==> src/rtl/pipe_skid_stage.sv <==
// rtl/pipe_skid_stage.sv - valid/ready pipeline register with 2-entry skid buffer, flush and occupancy
// Optional PIPE_SKID_STAGE_PERF_EN adds saturating stall_cnt / bubble_cnt outputs.
module pipe_skid_stage #(
  parameter int                CTRL_W      = 8,
  parameter int                DATA_W      = 96,
  parameter logic [CTRL_W-1:0] BUBBLE_CTRL = {CTRL_W{1'b0}},
  parameter int                CNT_W       = 16
) (
  input  logic              CLK,
  input  logic              CLR,
  input  logic              flush,
  input  logic              in_valid,
  output logic              in_ready,
  input  logic [CTRL_W-1:0] in_ctrl,
  input  logic [DATA_W-1:0] in_data,
  output logic              out_valid,
  input  logic              out_ready,
  output logic [CTRL_W-1:0] out_ctrl,
  output logic [DATA_W-1:0] out_data,
  output logic [1:0]        level
`ifdef PIPE_SKID_STAGE_PERF_EN
  ,
  output logic [CNT_W-1:0]  stall_cnt,
  output logic [CNT_W-1:0]  bubble_cnt
`endif
);

  typedef enum logic [1:0] {
    S_EMPTY = 2'd0,
    S_ONE   = 2'd1,
    S_TWO   = 2'd2
  } state_t;

  state_t            state;
  logic [CTRL_W-1:0] main_ctrl;
  logic [DATA_W-1:0] main_data;
  logic [CTRL_W-1:0] skid_ctrl;
  logic [DATA_W-1:0] skid_data;
  logic              in_fire;
  logic              out_fire;

  assign in_fire  = in_valid & in_ready;
  assign out_fire = out_valid & out_ready;

  // Stale enable/rw bits must never leak downstream while the slot is empty.
  assign out_ctrl = out_valid ? main_ctrl : BUBBLE_CTRL;
  assign out_data = main_data;

  always_ff @(posedge CLK) begin
    if (CLR) begin
      state     <= S_EMPTY;
      in_ready  <= 1'b1;
      out_valid <= 1'b0;
      level     <= 2'd0;
      main_ctrl <= '0;
      main_data <= '0;
      skid_ctrl <= '0;
      skid_data <= '0;
    end else if (flush) begin
      state     <= S_EMPTY;
      in_ready  <= 1'b1;
      out_valid <= 1'b0;
      level     <= 2'd0;
    end else begin
      case (state)
        S_EMPTY: begin
          if (in_fire) begin
            main_ctrl <= in_ctrl;
            main_data <= in_data;
            state     <= S_ONE;
            in_ready  <= 1'b1;
            out_valid <= 1'b1;
            level     <= 2'd1;
          end
        end
        S_ONE: begin
          if (in_fire && out_fire) begin
            main_ctrl <= in_ctrl;
            main_data <= in_data;
          end else if (in_fire) begin
            skid_ctrl <= in_ctrl;
            skid_data <= in_data;
            state     <= S_TWO;
            in_ready  <= 1'b0;
            out_valid <= 1'b1;
            level     <= 2'd2;
          end else if (out_fire) begin
            state     <= S_EMPTY;
            in_ready  <= 1'b1;
            out_valid <= 1'b0;
            level     <= 2'd0;
          end
        end
        S_TWO: begin
          // in_ready is low here, so only a drain can happen.
          if (out_fire) begin
            main_ctrl <= skid_ctrl;
            main_data <= skid_data;
            state     <= S_ONE;
            in_ready  <= 1'b1;
            out_valid <= 1'b1;
            level     <= 2'd1;
          end
        end
        default: begin
          state     <= S_EMPTY;
          in_ready  <= 1'b1;
          out_valid <= 1'b0;
          level     <= 2'd0;
        end
      endcase
    end
  end

`ifdef PIPE_SKID_STAGE_PERF_EN
  localparam logic [CNT_W-1:0] CNT_ONE = {{(CNT_W-1){1'b0}}, 1'b1};

  always_ff @(posedge CLK) begin
    if (CLR) begin
      stall_cnt  <= '0;
      bubble_cnt <= '0;
    end else begin
      if (out_valid && !out_ready && !(&stall_cnt))
        stall_cnt <= stall_cnt + CNT_ONE;
      if (!out_valid && !flush && !(&bubble_cnt))
        bubble_cnt <= bubble_cnt + CNT_ONE;
    end
  end
`endif

endmodule

==> config.mk <==
export PLATFORM = sky130hd
export DESIGN_NAME = pipe_skid_stage
export DESIGN_NICKNAME = d
export VERILOG_FILES = /design/src/rtl/pipe_skid_stage.sv
export SDC_FILE = /design/constraint.sdc
export NUM_CORES = 1
export LEC_CHECK = 0
export ABC_CLOCK_PERIOD_IN_PS = 2300
export CAP_MARGIN = 20
export CORE_MARGIN = 2
export CORE_UTILIZATION = 30
export DETAILED_ROUTE_END_ITERATION = 10
export SYNTH_ARGS = -nofsm -noshare
export SYNTH_HDL_FRONTEND = slang
export SYNTH_SLANG_ARGS = --single-unit
==> constraint.sdc <==
create_clock -name CLK -period 2.3 [get_ports CLK]
set_clock_uncertainty 0.2 [all_clocks]
set_input_delay 0.23 -clock CLK [delete_from_list [all_inputs] [get_ports CLK]]
set_output_delay 0.23 -clock CLK [all_outputs]
set_load 0.05 [all_outputs]
==> results.md <==
* Status: complete, no violations
* Largest net degree at the start of global routing at 88
* Final min period at 2.25 ns
* Initial antenna violation count at 1
* Largest cells by area after synthesis: dfxtp_1 50%, mux2i_1 12%, nand2_1 9.4%
* Critical path class: reg2reg
* Drt pass-1 iters at 4
* R2r setup slk at 0.05 ns
* Synth Area in Compound Gates at 17.2%
* Hold crit path type: in2reg
* Remaining global-route overflow at 0
* Simple-gate share of the synthesized area at 15.4%
* Area Growth Syn to Fin at 42.2%
* Critical Path Max Stage Delay at 0.38 ns
* Net switching power at 2.70 mW
* Die area at 29800 µm²
* Netlist cell types at 27
* Async SR Flop Fraction at 0%
* Net count, final at 1271
* Reg2reg path depth at 9
* Initial DRC Count at 379
* Clock power share at 38.3%
* DIE HEIGHT at 173 µm
* Seq cells post-synth at 212
* Final cell utilization of the core at 43.6%
* RR Startpoint: state[1]
* H-tree levels at 1
* DR vias at 7300
* Ys flop type: dfxtp_1
* Slowest CP cell: dfxtp_4
* Dpl hpwl at 14.6 mm
* Max Buffers Root-to-Sink at 3
* Post-synthesis mux area share at 12.4%
* Worst IR drop on VDD at 413 µV
* Leakage at 4.01 nW
* Rel. slew slack at 44.9%
* Initial Util at 30.6%
* Hold path startpoint: in_data[58]
* Final period util at 97.7%
* DR WL/cell at 15.5 µm
* Top fanout value on the critical path at 14
* Worst EP arrival at 2.45 ns
* Mapped Cells at 961
* Least-Margin Pin Slew at 0.826 ns
* Rows at 61
* Hold worst-path end: skid_data[58]
* CP Capture Type: register
* Sequential power share at 41.9%
* Power per cell area at 787 nW/µm²
* DP Cell Count at 1495
* Synthesized cell area at 8530 µm²
* Fraction of layout cells with a size suffix above 1 at 9.72%
* Finished Layout Cells at 1552
* Die W at 173 µm
* Clock buffer count from CTS at 23
* R2r endpoint: out_data[65]
* Worst hold path cell count at 3
* Post-synthesis net count at 1074
* GR Util All Layers at 14.4%
* Clock root buffer: clkbuf_16
* Cell Int Power at 6.85 mW
* Fillers at 2728
* Hold slack at 0.102 ns
* Final Max Tran Viols at 0
* Cell Area, Placed at 11100 µm²
* TritonCTS clock tree: built
* Synth Area in Adders at 0.587%
* Detailed-route wire length at 24.0 mm
* Num ports at 217
* Largest family of logic cells by synthesized area: compound AO/OA/AOI/OAI gates
* IO buf count at 216
* Final Hold Violating Endpoints at 0
* Setup violators final at 0
* Yosys warns at 0
* Sequential share of the synthesized area at 49.7%
* Max-Cap Viols at 0
* Nature of the critical path startpoint: register
* Critical-path cell list: inv_1 -> ha_1 -> a2bb2oi_1 -> nor4_2 -> buf_4 -> buf_6 -> buf_16 -> nor2_1 -> a211oi_1
* Post-synth EDFFs at 0
* Residual DRC count at 0
* ANT nets after route at 0
* Clock Latency Late Sink at 0.50 ns
* Vias in the first global route at 6663
* Fmax at 0.445 GHz
* Number of vias per cell at 4.70
* Avg Cell Area, Syn at 8.88 µm²
* Final Wtd Congestion at 0.747
* Comb pwr share at 19.9%
* Num Clock Sinks at 212
* Worst EP required at 2.51 ns
* Post-route cell area at 12100 µm²
* Switching part of the total at 28.2%
* Share of the synthesized area in the top cell type at 49.7%
* Yosys top cell by area: dfxtp_1
* Global-route wire length before repair at 35.7 mm
* Xor/xnor share of the synthesized area at 0%
* Worst-path clk slew at 0.06 ns
* CORE AREA at 27900 µm²
[cell usage after synthesis, drive strengths merged, types with 2 or more instances]
| master | n |
|---|---|
| nand2 | 213 |
| dfxtp | 212 |
| nor2 | 107 |
| a21oi | 106 |
| mux2i | 106 |
| a211oi | 104 |
| buf | 46 |
| clkbuf | 36 |
| and2 | 9 |
| ha | 4 |
| a21boi | 2 |
| a2bb2oi | 2 |
| inv | 2 |
| o21ai | 2 |
| or4 | 2 |
[worst max path at each step]
stage | startpoint | end | slack (ns)
4_1_cts | in_ready | in_ready | 0.03
3_5_place_dp | state[1] | out_data[55] | 0.1
6_report | state[1] | out_data[65] | 0.05
2_1_floorplan | state[0] | out_data[53] | 0.008
5_1_grt | state[1] | out_data[65] | -0.05
3_3_place_gp | state[1] | out_data[70] | 0.13
[state kept, by name, indices dropped and copies added, names as in the netlist]
register / cells
in_ready: 1
main_ctrl: 8
out_data: 96
out_valid: 1
skid_ctrl: 8
skid_data: 96
state: 2
[worst max-delay path: cells and delay by family, from the launching register on]
family          cells  cell delay (ns)
buf+inv             4             0.59
flops               1             0.38
compound gates      2             0.37
simple gates        2             0.37
fa+ha+maj           1             0.23
[layout by cell type (no fill, tap or decap), types with 9 or more instances in the layout]
cell and count:
a211oi_1 79, a211oi_2 25, a21oi_1 106, and2_1 9, buf_12 10, buf_4 24
clkbuf_16 29, clkdlybuf4s50_1 205, dfxtp_1 210, mux2i_1 106, nand2_1 213, nor2_1 107
[metal layers]
layer | routed length, µm | GRT usage [%] | vias to the layer above
li1 | - | - | 3697
met1 | 10800 | 18.8 | 3396
met2 | 11300 | 23.6 | 169
met3 | 1380 | 3.85 | 36
met4 | 517 | 3.67 | 2
met5 | 13 | 0 | -
[power by group through the flow]
stage,Combinational (mW),Clock (mW),Sequential (mW)
after floorplan,0.548,0,4.61
after global placement,1.77,0,4.07
after detailed placement,1.78,0,4.08
after CTS,1.79,3.79,4.00
after global routing,2.02,3.92,4.02
final,1.90,3.65,4.00
[kinds of logic after synthesis]
logic type	after synthesis
muxes	106
adders and majority gates	4
DFF	212
and+or+nand+nor	337
AOI/OAI and AO/OA	218
buffers and inverters	84
[area by class of cell]
class / count / area, µm² / area share (%)
antenna: 1 / 2.50 / 0.0206
clock buffer: 33 / 663 / 5.46
clock inverter: 7 / 85.1 / 0.701
inverter: 2 / 7.51 / 0.0619
multi-input combinational: 665 / 3950 / 32.6
sequential: 212 / 4250 / 35.0
tap: 378 / 473 / 3.90
timing repair buffer: 254 / 2700 / 22.3
[stage by stage]
stage               setup WS (ns)  TNS, ns  total power [mW]
floorplan                 0.00769        0              5.16
global placement            0.126        0              5.84
detailed placement         0.0984        0              5.86
CTS                        0.0309        0              9.58
global route              -0.0542   -0.383              9.95
finish                     0.0540        0              9.55
[what timing repair did]
item / 4_1_cts / 5_1_grt
resized for setup: 0 / 21
setup endpoints to repair: 0 / 51
buffers inserted: 0 / 7
endpoints found under the hold margin: 12 / 0
hold buffers: 1 / 0
Power figures use the tool's default switching activity.
